[src/rtl/hp2vga_pkg.sv]
// Shared HP-to-VGA definitions: capture FSM states and default frame geometry
// used by both the capture front end and the VGA transmit address math.
package hp2vga_pkg;

  typedef enum logic [2:0] {
    ST_WAIT_VS = 3'd0,
    ST_V_SKIP  = 3'd1,
    ST_WAIT_HS = 3'd2,
    ST_H_SKIP  = 3'd3,
    ST_ACTIVE  = 3'd4,
    ST_DONE    = 3'd5
  } hp_rx_state_e;

  localparam int HP_H_ACTIVE = 576;
  localparam int HP_V_ACTIVE = 378;

  // Frame buffer stores eight 1-bit pixels per byte, row-major.
  function automatic int hp_bytes_per_line(input int h_active);
    return h_active / 8;
  endfunction

endpackage

[src/rtl/sync_edge.sv]
// Two-flop synchronizer followed by a registered level/rising-edge stage.
// Pin-to-output latency is three clocks for both the level and the edge pulse.
module sync_edge (
  input  logic i_clk,
  input  logic i_rst,
  input  logic i_d,
  output logic o_q,
  output logic o_rise
);

  logic r_meta;
  logic r_sync;
  logic r_q;
  logic r_rise;

  always_ff @(posedge i_clk or posedge i_rst) begin
    if (i_rst) begin
      r_meta <= 1'b0;
      r_sync <= 1'b0;
      r_q    <= 1'b0;
      r_rise <= 1'b0;
    end else begin
      r_meta <= i_d;
      r_sync <= r_meta;
      r_q    <= r_sync;
      r_rise <= r_sync & ~r_q;
    end
  end

  assign o_q    = r_q;
  assign o_rise = r_rise;

endmodule

[src/rtl/hp_capture_rx.sv]
// HP raw-video capture: syncs HS/VS/video, packs 8 pixels per byte MSB-first and
// writes the frame row-major into BRAM. Optional HS watchdog: HP_RX_TIMEOUT_EN.
module hp_capture_rx
  import hp2vga_pkg::*;
#(
  parameter int H_ACTIVE = HP_H_ACTIVE,
  parameter int V_ACTIVE = HP_V_ACTIVE,
  parameter int H_OFFSET = 40,
  parameter int V_OFFSET = 20,
  parameter int PIX_DIV  = 2,
  parameter int ADDR_W   = 15,
  parameter int TIMEOUT  = 4096
) (
  input  logic              CLK,
  input  logic              RESET,
  input  logic              ENABLE,
  input  logic              HP_HS,
  input  logic              HP_VS,
  input  logic              HP_VIDEO,
  output logic [ADDR_W-1:0] BRAM_ADDR,
  output logic [7:0]        BRAM_DIN,
  output logic              BRAM_WE,
  output logic              FRAME_SYNC,
  output logic              FRAME_DONE
);

  localparam int PIX_W  = $clog2(H_ACTIVE + 1);
  localparam int LINE_W = $clog2(V_ACTIVE + 1);
  localparam logic [ADDR_W-1:0] C_BPL       = ADDR_W'(hp_bytes_per_line(H_ACTIVE));
  localparam logic [15:0]       C_HOFF_LAST = 16'(H_OFFSET - 1);
  localparam logic [15:0]       C_PDIV_LAST = 16'(PIX_DIV - 1);
  localparam logic [15:0]       C_VOFF_LAST = 16'(V_OFFSET - 1);
  localparam logic [PIX_W-1:0]  C_PIX_LAST  = PIX_W'(H_ACTIVE - 1);
  localparam logic [LINE_W-1:0] C_LINES     = LINE_W'(V_ACTIVE);

  logic w_hs_edge, w_vs_edge, w_video;
  logic w_hs_lvl, w_vs_lvl, w_vid_rise;
  logic w_wdog_exp;
  logic w_unused;

  sync_edge u_sync_hs  (.i_clk(CLK), .i_rst(RESET), .i_d(HP_HS),    .o_q(w_hs_lvl), .o_rise(w_hs_edge));
  sync_edge u_sync_vs  (.i_clk(CLK), .i_rst(RESET), .i_d(HP_VS),    .o_q(w_vs_lvl), .o_rise(w_vs_edge));
  sync_edge u_sync_vid (.i_clk(CLK), .i_rst(RESET), .i_d(HP_VIDEO), .o_q(w_video),  .o_rise(w_vid_rise));

  hp_rx_state_e      r_state;
  logic [15:0]       r_cnt;
  logic [PIX_W-1:0]  r_pix;
  logic [LINE_W-1:0] r_line;
  logic [ADDR_W-1:0] r_base;
  logic [ADDR_W-1:0] r_waddr;
  logic [6:0]        r_shift;
  logic [ADDR_W-1:0] r_addr;
  logic [7:0]        r_din;
  logic              r_we;
  logic              r_done;

  logic [7:0]        w_byte;
  logic [LINE_W-1:0] w_line_inc;
  logic              w_last_line;
  logic [ADDR_W-1:0] w_next_base;

  assign w_byte      = {r_shift, w_video};
  assign w_line_inc  = r_line + LINE_W'(1);
  assign w_last_line = (w_line_inc == C_LINES);
  assign w_next_base = r_base + C_BPL;

`ifdef HP_RX_TIMEOUT_EN
  localparam int TO_W = $clog2(TIMEOUT + 1);
  localparam logic [TO_W-1:0] C_TO_LAST = TO_W'(TIMEOUT - 1);

  logic [TO_W-1:0] r_wdog;
  logic            w_in_line;

  assign w_in_line  = (r_state == ST_WAIT_HS) || (r_state == ST_H_SKIP) || (r_state == ST_ACTIVE);
  assign w_wdog_exp = w_in_line && !w_hs_edge && (r_wdog == C_TO_LAST);

  always_ff @(posedge CLK or posedge RESET) begin
    if (RESET)
      r_wdog <= '0;
    else if (!ENABLE || !w_in_line || w_hs_edge)
      r_wdog <= '0;
    else
      r_wdog <= r_wdog + TO_W'(1);
  end

  assign w_unused = &{1'b0, w_hs_lvl, w_vs_lvl, w_vid_rise};
`else
  assign w_wdog_exp = 1'b0;
  assign w_unused   = &{1'b0, w_hs_lvl, w_vs_lvl, w_vid_rise, (TIMEOUT != 0)};
`endif

  always_ff @(posedge CLK or posedge RESET) begin
    if (RESET) begin
      r_state <= ST_WAIT_VS;
      r_cnt   <= '0;
      r_pix   <= '0;
      r_line  <= '0;
      r_base  <= '0;
      r_waddr <= '0;
      r_shift <= '0;
      r_addr  <= '0;
      r_din   <= '0;
      r_we    <= 1'b0;
      r_done  <= 1'b0;
    end else begin
      r_we   <= 1'b0;
      r_done <= 1'b0;
      if (!ENABLE) begin
        r_state <= ST_WAIT_VS;
      end else if (w_vs_edge) begin
        // A VS edge always starts a new frame, even mid-frame (aborting the old one).
        r_state <= (V_OFFSET == 0) ? ST_WAIT_HS : ST_V_SKIP;
        r_cnt   <= '0;
        r_pix   <= '0;
        r_line  <= '0;
        r_base  <= '0;
        r_waddr <= '0;
      end else if (w_wdog_exp) begin
        r_state <= ST_WAIT_VS;
      end else begin
        case (r_state)
          ST_WAIT_VS: begin
            r_cnt   <= '0;
            r_pix   <= '0;
            r_line  <= '0;
            r_base  <= '0;
            r_waddr <= '0;
          end
          ST_V_SKIP: begin
            if (w_hs_edge) begin
              if (r_cnt == C_VOFF_LAST) begin
                r_cnt   <= '0;
                r_state <= ST_WAIT_HS;
              end else begin
                r_cnt <= r_cnt + 16'd1;
              end
            end
          end
          ST_WAIT_HS: begin
            if (w_hs_edge) begin
              r_cnt   <= '0;
              r_state <= ST_H_SKIP;
            end
          end
          ST_H_SKIP: begin
            if (r_cnt == C_HOFF_LAST) begin
              r_shift <= w_byte[6:0];
              r_pix   <= PIX_W'(1);
              r_cnt   <= '0;
              r_state <= ST_ACTIVE;
            end else begin
              r_cnt <= r_cnt + 16'd1;
            end
          end
          ST_ACTIVE: begin
            if (w_hs_edge) begin
              // Short line: drop the partial byte and realign to the next line base.
              r_line  <= w_line_inc;
              r_base  <= w_next_base;
              r_waddr <= w_next_base;
              r_pix   <= '0;
              r_cnt   <= '0;
              r_state <= w_last_line ? ST_DONE : ST_H_SKIP;
            end else if (r_cnt == C_PDIV_LAST) begin
              r_cnt   <= '0;
              r_shift <= w_byte[6:0];
              r_pix   <= r_pix + PIX_W'(1);
              if (r_pix[2:0] == 3'd7) begin
                r_we    <= 1'b1;
                r_addr  <= r_waddr;
                r_din   <= w_byte;
                r_waddr <= r_waddr + ADDR_W'(1);
              end
              if (r_pix == C_PIX_LAST) begin
                r_pix   <= '0;
                r_line  <= w_line_inc;
                r_base  <= w_next_base;
                r_state <= w_last_line ? ST_DONE : ST_WAIT_HS;
              end
            end else begin
              r_cnt <= r_cnt + 16'd1;
            end
          end
          ST_DONE: begin
            r_done  <= 1'b1;
            r_state <= ST_WAIT_VS;
          end
          default: r_state <= ST_WAIT_VS;
        endcase
      end
    end
  end

  assign BRAM_ADDR  = r_addr;
  assign BRAM_DIN   = r_din;
  assign BRAM_WE    = r_we;
  assign FRAME_DONE = r_done;
  // Combinational so the pulse lands in the same cycle the line-0 HS edge is seen.
  assign FRAME_SYNC = (r_state == ST_WAIT_HS) && w_hs_edge && !w_vs_edge && (r_line == '0);

endmodule

[config.mk]
export PLATFORM = sky130hd
export DESIGN_NAME = hp_capture_rx
export DESIGN_NICKNAME = d
export VERILOG_FILES = /design/src/rtl/hp2vga_pkg.sv /design/src/rtl/sync_edge.sv /design/src/rtl/hp_capture_rx.sv
export SDC_FILE = /design/constraint.sdc
export NUM_CORES = 1
export LEC_CHECK = 0
export ABC_AREA = 1
export ABC_CLOCK_PERIOD_IN_PS = 3130
export BUFFER_PORTS_ARGS = -buffer_cell sky130_fd_sc_hd__buf_4
export CELL_PAD_IN_SITES_DETAIL_PLACEMENT = 0
export CELL_PAD_IN_SITES_GLOBAL_PLACEMENT = 1
export CORE_MARGIN = 4
export CORE_UTILIZATION = 40
export DETAILED_ROUTE_END_ITERATION = 10
export PLACE_DENSITY_LB_ADDON = 0.25
export RECOVER_POWER = 25
export SLEW_MARGIN = 20
export SYNTH_ARGS = -nofsm -noshare
export SYNTH_HDL_FRONTEND = slang
export SYNTH_SLANG_ARGS = --single-unit
[constraint.sdc]
create_clock -name CLK -period 3.13 [get_ports CLK]
set_clock_uncertainty 0.05 [all_clocks]
set_input_delay 0.1565 -clock CLK [delete_from_list [all_inputs] [get_ports CLK]]
set_output_delay 0.1565 -clock CLK [all_outputs]
set_load 0.05 [all_outputs]
# Yosys cells after proc, flatten, opt, wreduce, memory -nomap -nowiden
# Index checks and enable logic that the tools add are counted.
# word_totals
output_inout_bits,26
ff_bits,111
latchBits,0
rom_bits,0
memories,0
inputBits,6
wordCells,131
ram_bits,0
# op_classes
n_mul,0
bitwise,6
n_mux,54
add_sub_neg,5
n_shift,0
eq_ne,27
n_lt_le_gt_ge,0
reduce_logical,17
div_mod_pow,0
# ops
operator,n
$mux 15,8
$mux 16,7
$pmux 16 s5,1
$pmux 15 s2,2
$mux 10,5
$mux 9,4
$mux 3,11
$pmux 10 s3,1
$mux 7,3
$ne 4x2->1 const B,5
$pmux 9 s2,1
$add 16x1->16 const B,1
$eq 16x1->1 const B,1
$eq 16x5->1 const B,1
$eq 16x6->1 const B,1
$reduce_and 4->1,4
$add 15x1->15 const B,1
$add 15x7->15 const B,1
$pmux 3 s5,1
$pmux 7 s2,1
$reduce_and 6->1,2
$add 10x1->10 const B,1
$eq 10x10->1 const B,1
$ne 5x3->1 const B,2
21 further kinds,43

# Depth between registers and ports, before layout
# Gate-level depths: netlist of the first run.
# logic_depth
word_depth,9
mapped_depth,14
mapped_depth_nobuf,14

# By module
# A second synthesis of the first run with hierarchy kept.
# unflattened
hier_cells,730
hier_area_um2,5786.8
# modules_own_cells
module,area_each_um2,cells_per_inst,n_inst,seq_area_each_um2
hp_capture_rx,5445.2,709,1,2427.3
sync_edge,113.9,7,3,100.1

# Worst setup path before layout of the first run
# OpenSTA, ideal clock, no wires.
# synth_path
path_kind,register to output
from,register u_sync_hs.r_rise (netlist: u_sync_hs.o_rise)
to,output port FRAME_SYNC
path_buffers,1
arrival_time_ps,2272
path_slack_ps,652
required_ps,2924
path_stages_with_launch,6
cell_sequence,dfrtp_1 > inv_2 > buf_1 > nor2_1 > nand4_1 > nor4_1
# synth_via
elab_chain_cells,3
# synth_rtl
element,line_no,text
start: declaration,sync_edge.sv:14,logic r_rise;
start signal: assignment,sync_edge.sv:26,r_rise <= r_sync & ~r_q;
$logic_and 1x1->1 (3 in a row),hp_capture_rx.sv:199,assign FRAME_SYNC = (r_state == ST_WAIT_HS) && w_hs_edge && !w_vs_edge && (r_line == '0);
end: declaration,hp_capture_rx.sv:23,"output logic FRAME_SYNC,"
# Every way passes these cells.

# Worst setup path after layout of the first run
# Ends and elaborated chain as after synthesis.

==> results.cfg, run 1 <==
[outcome]
status = finished with violations
violations = max-capacitance violations, max-slew violations

[finish]
syn2layout_area_growth_pct = 10.7
drive_gt1_share_pct = 15.3
nNetsFinal = 826
fillers = 1546
design_area_um2 = 6910
diodes = 0

[global_routing]
antenna_found_initial = 0
grt_start_max_net_pins = 71
grt_pass1_vias = 5111
grt_pass1_wl_um = 24700
grt_usage_pct = 17.0
gr-total-overflow = 0

[worst_setup_path]
worstSetupStartpointType = flop
critPathKind = reg2out
crit_arrival_ns = 2.22
rr_worst_depth = 10
endpoint_kind = output pin
path_max_fanout = 27
cp.required_ns = 2.92

[clock_network]
cts.clk_slew.worst_paths_ns = 0.07
cts.sinks = 108
cts_buffers = 9
cts_htree_levels = 3
cts_buffer_depth = 2
clkLatencyLatePin_ns = 0.36
tritoncts = built
cts_root_buf = clkbuf_16

[synth]
synth-edff-count = 0
synthTopCellsByArea = dfrtp_1 (43%), nand2_1 (12%), nand3_1 (6.3%), inv_1 (5.8%), o21ai_2 (3.5%)
async_flop_share_pct = 100
yosys-top-cells-count = nand2_1 (194), dfrtp_1 (108), inv_1 (96)
synth_most_common_cell = nand2_1
syn_nets = 797
synth_top_flop_cell = dfrtp_1
synth-seq-cells = 108
syn_inst = 782
yosysSeqAreaShare_pct = 43.3
synth_top_area_share_pct = 43.3
synth.distinct_cells = 43
syn_area_um2 = 6240
synth_area_per_cell_um2 = 7.98
synth_area_leader_cell = dfrtp_1
yosysWarnings = 0

[power_and_ir_drop]
ir_drop_v = 0.000265
fin_total_pwr_uw = 2730
leakagePower_uw = 0.00309
powerDensity_nw_per_um2 = 395

[min_path]
hold_depth = 3
min_path_type = in2reg

[sta]
setup_ws_ns = 0.705
final.setup.tns_ns = 0
min_period_ns = 2.43
setup_violations = 0
hold_viol_final = 0
slew_viol_final = 39
grt_setup_unrepaired = false
max_freq_mhz = 412
slew_headroom_pct = -22.5
period_share_pct = 77.5
tightest_slew_ns = 1.83

[placed_design]
gp_congestion = 0.869
port_buffers = 31
place_area_um2 = 6620
dp_hpwl_um = 10200
pre_cts_ws_ns = 0.774

[detailed_routing]
vias_per_cell = 4.99
met2_length_um = 7010
dr.pass1.iters = 5
routed.top_layer = met4
drt-total-wl_um = 14300
drtAntennaViolNets = 0
vias = 5122
first_iter_violations = 315
wl_met3_um = 381
met1Wirelength_um = 6690
drc = 0
wl_per_cell_um = 13.9

[run]
cap_violations = 1

[floorplan]
start_util_pct = 40.9
die_h_um = 133
fp-row-count = 45
fp.dieW_um = 133
dieArea_um2 = 17700
core_area_um2 = 15300
io_pins = 32
cell usage in the layout, fill, tap and decap left out, drive strengths merged:
master / instances
nand2: 206
inv: 110
dfrtp: 108
nand3: 87
o21ai: 78
nor2: 68
clkbuf: 24
nand4: 23
nor3: 21
a21oi: 19
buf: 19
o22ai: 10
ha: 9
xor2: 8
dlygate4sd3: 4
o21bai: 3
nor4: 3
clkinv: 3
clkinvlp: 3
xnor2: 2
a31oi: 2
nand3b: 2
and2: 1
or2: 1
o211ai: 1
a21boi: 1
power breakdown:
part | switching, uW | internal (uW)
sequential | 11.9 | 1410
clock | 582 | 561
combinational | 129 | 41.9
total | 723 | 2010
per-layer routing:
| layer | global-route usage [%] | up-vias |
|---|---|---|
| met4 | 4.10 | 0 |
| li1 | - | 2609 |
| met1 | 22.5 | 2439 |
| met5 | 0 | - |
| met3 | 3.69 | 16 |
| met2 | 28.3 | 58 |
final timing paths:
| kind | from | to | slack, ns |
|---|---|---|---|
| worst max-delay path | u_sync_hs.o_rise | FRAME_SYNC | 0.70 |
| worst min-delay path | ENABLE | r_state[2] | 0.06 |
| worst max register to register | u_sync_vs.o_rise | r_cnt[6] | 0.76 |
| worst min register to register | u_sync_vid.r_sync | u_sync_vid.o_q | 0.30 |
| max in group asynchronous | RESET | r_waddr[13] | 1.23 |
| min in group asynchronous | RESET | u_sync_vs.r_meta | 0.76 |
flip-flops by register name, indices dropped and copies added, names as in the netlist:
name	cells
u_sync_hs.r_meta	1
r_pix	10
u_sync_vid.o_q	1
r_shift	7
u_sync_vs.o_rise	1
r_state	3
r_line	9
BRAM_ADDR	15
BRAM_DIN	8
u_sync_hs.o_rise	1
u_sync_vid.r_sync	1
u_sync_vid.r_meta	1
u_sync_hs.o_q	1
BRAM_WE	1
u_sync_hs.r_sync	1
u_sync_vs.r_meta	1
r_base	12
u_sync_vs.o_q	1
FRAME_DONE	1
r_waddr	15
u_sync_vs.r_sync	1
r_cnt	16
critical path, stage by stage (launching register included):
cell and delay (ns):
dfrtp_1 0.67, inv_2 0.08, buf_4 0.25, nor2_1 0.16
nand4_1 0.14, nor4_1 0.29, buf_4 0.27
cell families (layout without fill, tap and decap cells):
| logic type | count (synthesis) | after routing | share of synthesized area [%] |
|---|---|---|---|
| AOI/OAI and AO/OA | 114 | 114 | 12.0 |
| adders and majority gates | 9 | 9 | 1.80 |
| DFF | 108 | 108 | 43.3 |
| and+or+nand+nor | 412 | 412 | 32.2 |
| buffers and inverters | 129 | 163 | 9.32 |
| xor gates and xnor gates | 10 | 10 | 1.40 |
cell type report:
type | count | area, um2 | share of cell area (%)
tap | 211 | 264 | 3.82
sequential | 108 | 2700 | 39.1
inverter | 109 | 425 | 6.15
clock inverter | 7 | 71.3 | 1.03
multi-input combinational | 545 | 2960 | 42.8
timing repair buffer | 38 | 267 | 3.86
clock buffer | 9 | 225 | 3.26
timing repair:
item	CTS	global route
resized for setup	0	0
hold endpoints to repair	41	0
setup buffers	0	0
hold buffers	4	0
per-stage QoR:
stage | util (%) | hold WS, ns | cells
global route | 45.3 | 0.0596 | 1027
finish | 45.3 | 0.0595 | 1027
floorplan | - | 0.138 | 782
global placement | 43.4 | 0.191 | 1007
CTS | 45.6 | 0.0504 | 1027
detailed placement | 43.4 | 0.198 | 1007
No activity file was read; power rests on OpenSTA's default activity.
==> inputs of run 2 (changes only) <==
--- a/config.mk
+++ b/config.mk
@@ -6,7 +6,7 @@
 export NUM_CORES = 1
 export LEC_CHECK = 0
 export ABC_AREA = 1
-export ABC_CLOCK_PERIOD_IN_PS = 3130
+export ABC_CLOCK_PERIOD_IN_PS = 2300
 export BUFFER_PORTS_ARGS = -buffer_cell sky130_fd_sc_hd__buf_4
 export CELL_PAD_IN_SITES_DETAIL_PLACEMENT = 0
 export CELL_PAD_IN_SITES_GLOBAL_PLACEMENT = 1
==> constraint.sdc (replaced) <==
create_clock -name CLK -period 2.3 [get_ports CLK]
set_clock_uncertainty 0.05 [all_clocks]
set_input_delay 0.115 -clock CLK [delete_from_list [all_inputs] [get_ports CLK]]
set_output_delay 0.115 -clock CLK [all_outputs]
set_load 0.05 [all_outputs]
==> run 2 against run 1 <==
The flow now finishes without violations. Sequential share of layout area fell by 0.48 points. Clock power rose by 32%. Core utilization rose by 0.57 points. Count of clock-buffer cells in the layout did not move. Combinational power rose by 45%. Sequential power rose by 36%. Via count rose by 0.98%. Largest power group unchanged. Routed wire length barely moved.
==> results.cfg, run 2 (synthesis gave the netlist of run 1 again) <==
[detailed_routing]
vias_per_cell = 5.01
wl_per_cell_um = 13.8
vias = 5172
drtAntennaViolNets = 0
first_iter_violations = 303
drc = 0
drt-total-wl_um = 14300
dr.pass1.iters = 4

[finish]
top_register = r_cnt
fin_util_pct = 45.9
drive_gt1_share_pct = 17.3
nNetsFinal = 833
layout_common_cells = nand2_1 (194), dfrtp_1 (108), inv_1 (95)
largest_reg_flops = 16
diodes = 0
layout.cells.non_filler = 1033
final_common_cell = nand2_1
syn2layout_area_growth_pct = 12.1

[worst_setup_path]
rr_worst_depth = 14
crit_chain = ha_1 -> nand2_1 -> inv_1 -> nand2_1 -> nor2_1 -> nand2_1 -> nand2_1 -> nand2_1 -> inv_2 -> nand2_2 -> nand2_1 -> nand2_1 -> inv_2 -> nor2_1
endpoint_kind = flop
path_max_fanout = 7
path_buf_inv = 3
path_delay_family = simple AND/OR/NAND/NOR gates
r2r_end = r_cnt[6]
crit_path_frequent_cell = nand2_1
cp_slowest_cell = dfrtp_1
crit_arrival_ns = 2.22
worstSetupStartpointType = flop
r2r-start = r_cnt[0]
critPathKind = reg2reg
cp.required_ns = 2.50
ff2ff_setup_slack_ns = 0.28
critical-path-max-stage-delay_ns = 0.43

[sta]
tightest_slew_ns = 1.50
max_freq_mhz = 495
final.setup.tns_ns = 0
slew_viol_final = 0
slew_headroom_pct = 0.132
period_share_pct = 87.8
grt_setup_unrepaired = false
hold_viol_final = 0
setup_violations = 0
min_period_ns = 2.02

[floorplan]
core_area_um2 = 15300
io_pins = 32
fp.dieW_um = 133
dieArea_um2 = 17700
die_h_um = 133
start_util_pct = 40.9
fp-row-count = 45

[min_path]
hold_depth = 3
hp-start = ENABLE
min_path_type = in2reg
whs_endpoint = r_state[2]

[placed_design]
dp_hpwl_um = 10200
port_buffers = 31
gp_congestion = 0.866
dp_cells = 1014

[power_and_ir_drop]
fin_total_pwr_uw = 3680
leakagePower_uw = 0.00317
powerDensity_nw_per_um2 = 526
ir_drop_v = 0.000311

[global_routing]
gr-total-overflow = 0
grt_pass1_vias = 5112
antenna_found_initial = 0
grt_usage_pct = 17.0
grt_pass1_wl_um = 24800
grt_start_max_net_pins = 109

[clock_network]
cts_htree_levels = 3
cts.clk_slew.worst_paths_ns = 0.07
cts.sinks = 108
cts_buffers = 9
clkLatencyLatePin_ns = 0.35
tritoncts = built
cts_buffer_depth = 2
cts_root_buf = clkbuf_16

[run]
cap_violations = 0

[outcome]
status = finished clean
==> run 2: metrics by stage <==
step / instance area, um2 / hold slack (ns) / setup slack [ns]
after detailed placement: 6690 / 0.175 / 0.280
after floorplan: 6250 / 0.0964 / 0.440
after CTS: 7010 / 0.00896 / 0.254
after global routing: 7000 / 0.0602 / 0.0239
after global placement: 6690 / 0.175 / 0.305
final: 7000 / 0.0217 / 0.280
==> run 2: tightest hold or removal path: cells and delay by family <==
kind / cells / cell delay [ns]
and+or+nand+nor: 2 / 0.13
buffers and inverters: 1 / 0.14
==> run 2: where the power goes <==
part	internal (uW)	total, uW	switching [uW]	leakage (uW)
sequential	1910	1930	12.8	0.00148
combinational	64.6	248	184	0.00155
clock	744	1500	761	0.000134
total	2720	3680	957	0.00317
==> run 2: how the worst max path moves through the flow <==
stage | startpoint | slack, ns | depth (start not counted) | endpoint
detailed placement | r_cnt[0] | 0.28 | 10 | r_shift[0]
floorplan | u_sync_hs.o_rise | 0.44 | 5 | FRAME_SYNC
global placement | r_cnt[0] | 0.31 | 10 | r_shift[2]
CTS | r_cnt[0] | 0.25 | 10 | r_shift[1]
finish | r_cnt[0] | 0.28 | 14 | r_cnt[6]
global route | r_cnt[0] | 0.02 | 14 | r_cnt[2]
==> run 2: final cells by class <==
type	instances	area, um2
multi-input combinational	545	2970
tap	211	264
timing repair buffer	45	357
fill	1520	8260
clock inverter	6	50.0
clock buffer	9	225
inverter	109	428
sequential	108	2700
==> run 2: repair_timing <==
action / in CTS / in global routing
setup buffers: 0 / 0
endpoints found under the hold margin: 111 / 0
gates resized for setup: 0 / 1
setup endpoints to repair: 0 / 3
hold buffers: 4 / 0
==> run 2: metal layers <==
metal	global-route usage, %	routed length, um	vias to the layer above
met5	0	0	-
met1	22.7	6720	2464
met2	27.8	6950	65
li1	-	-	2626
met4	6.58	248	0
met3	2.55	336	17
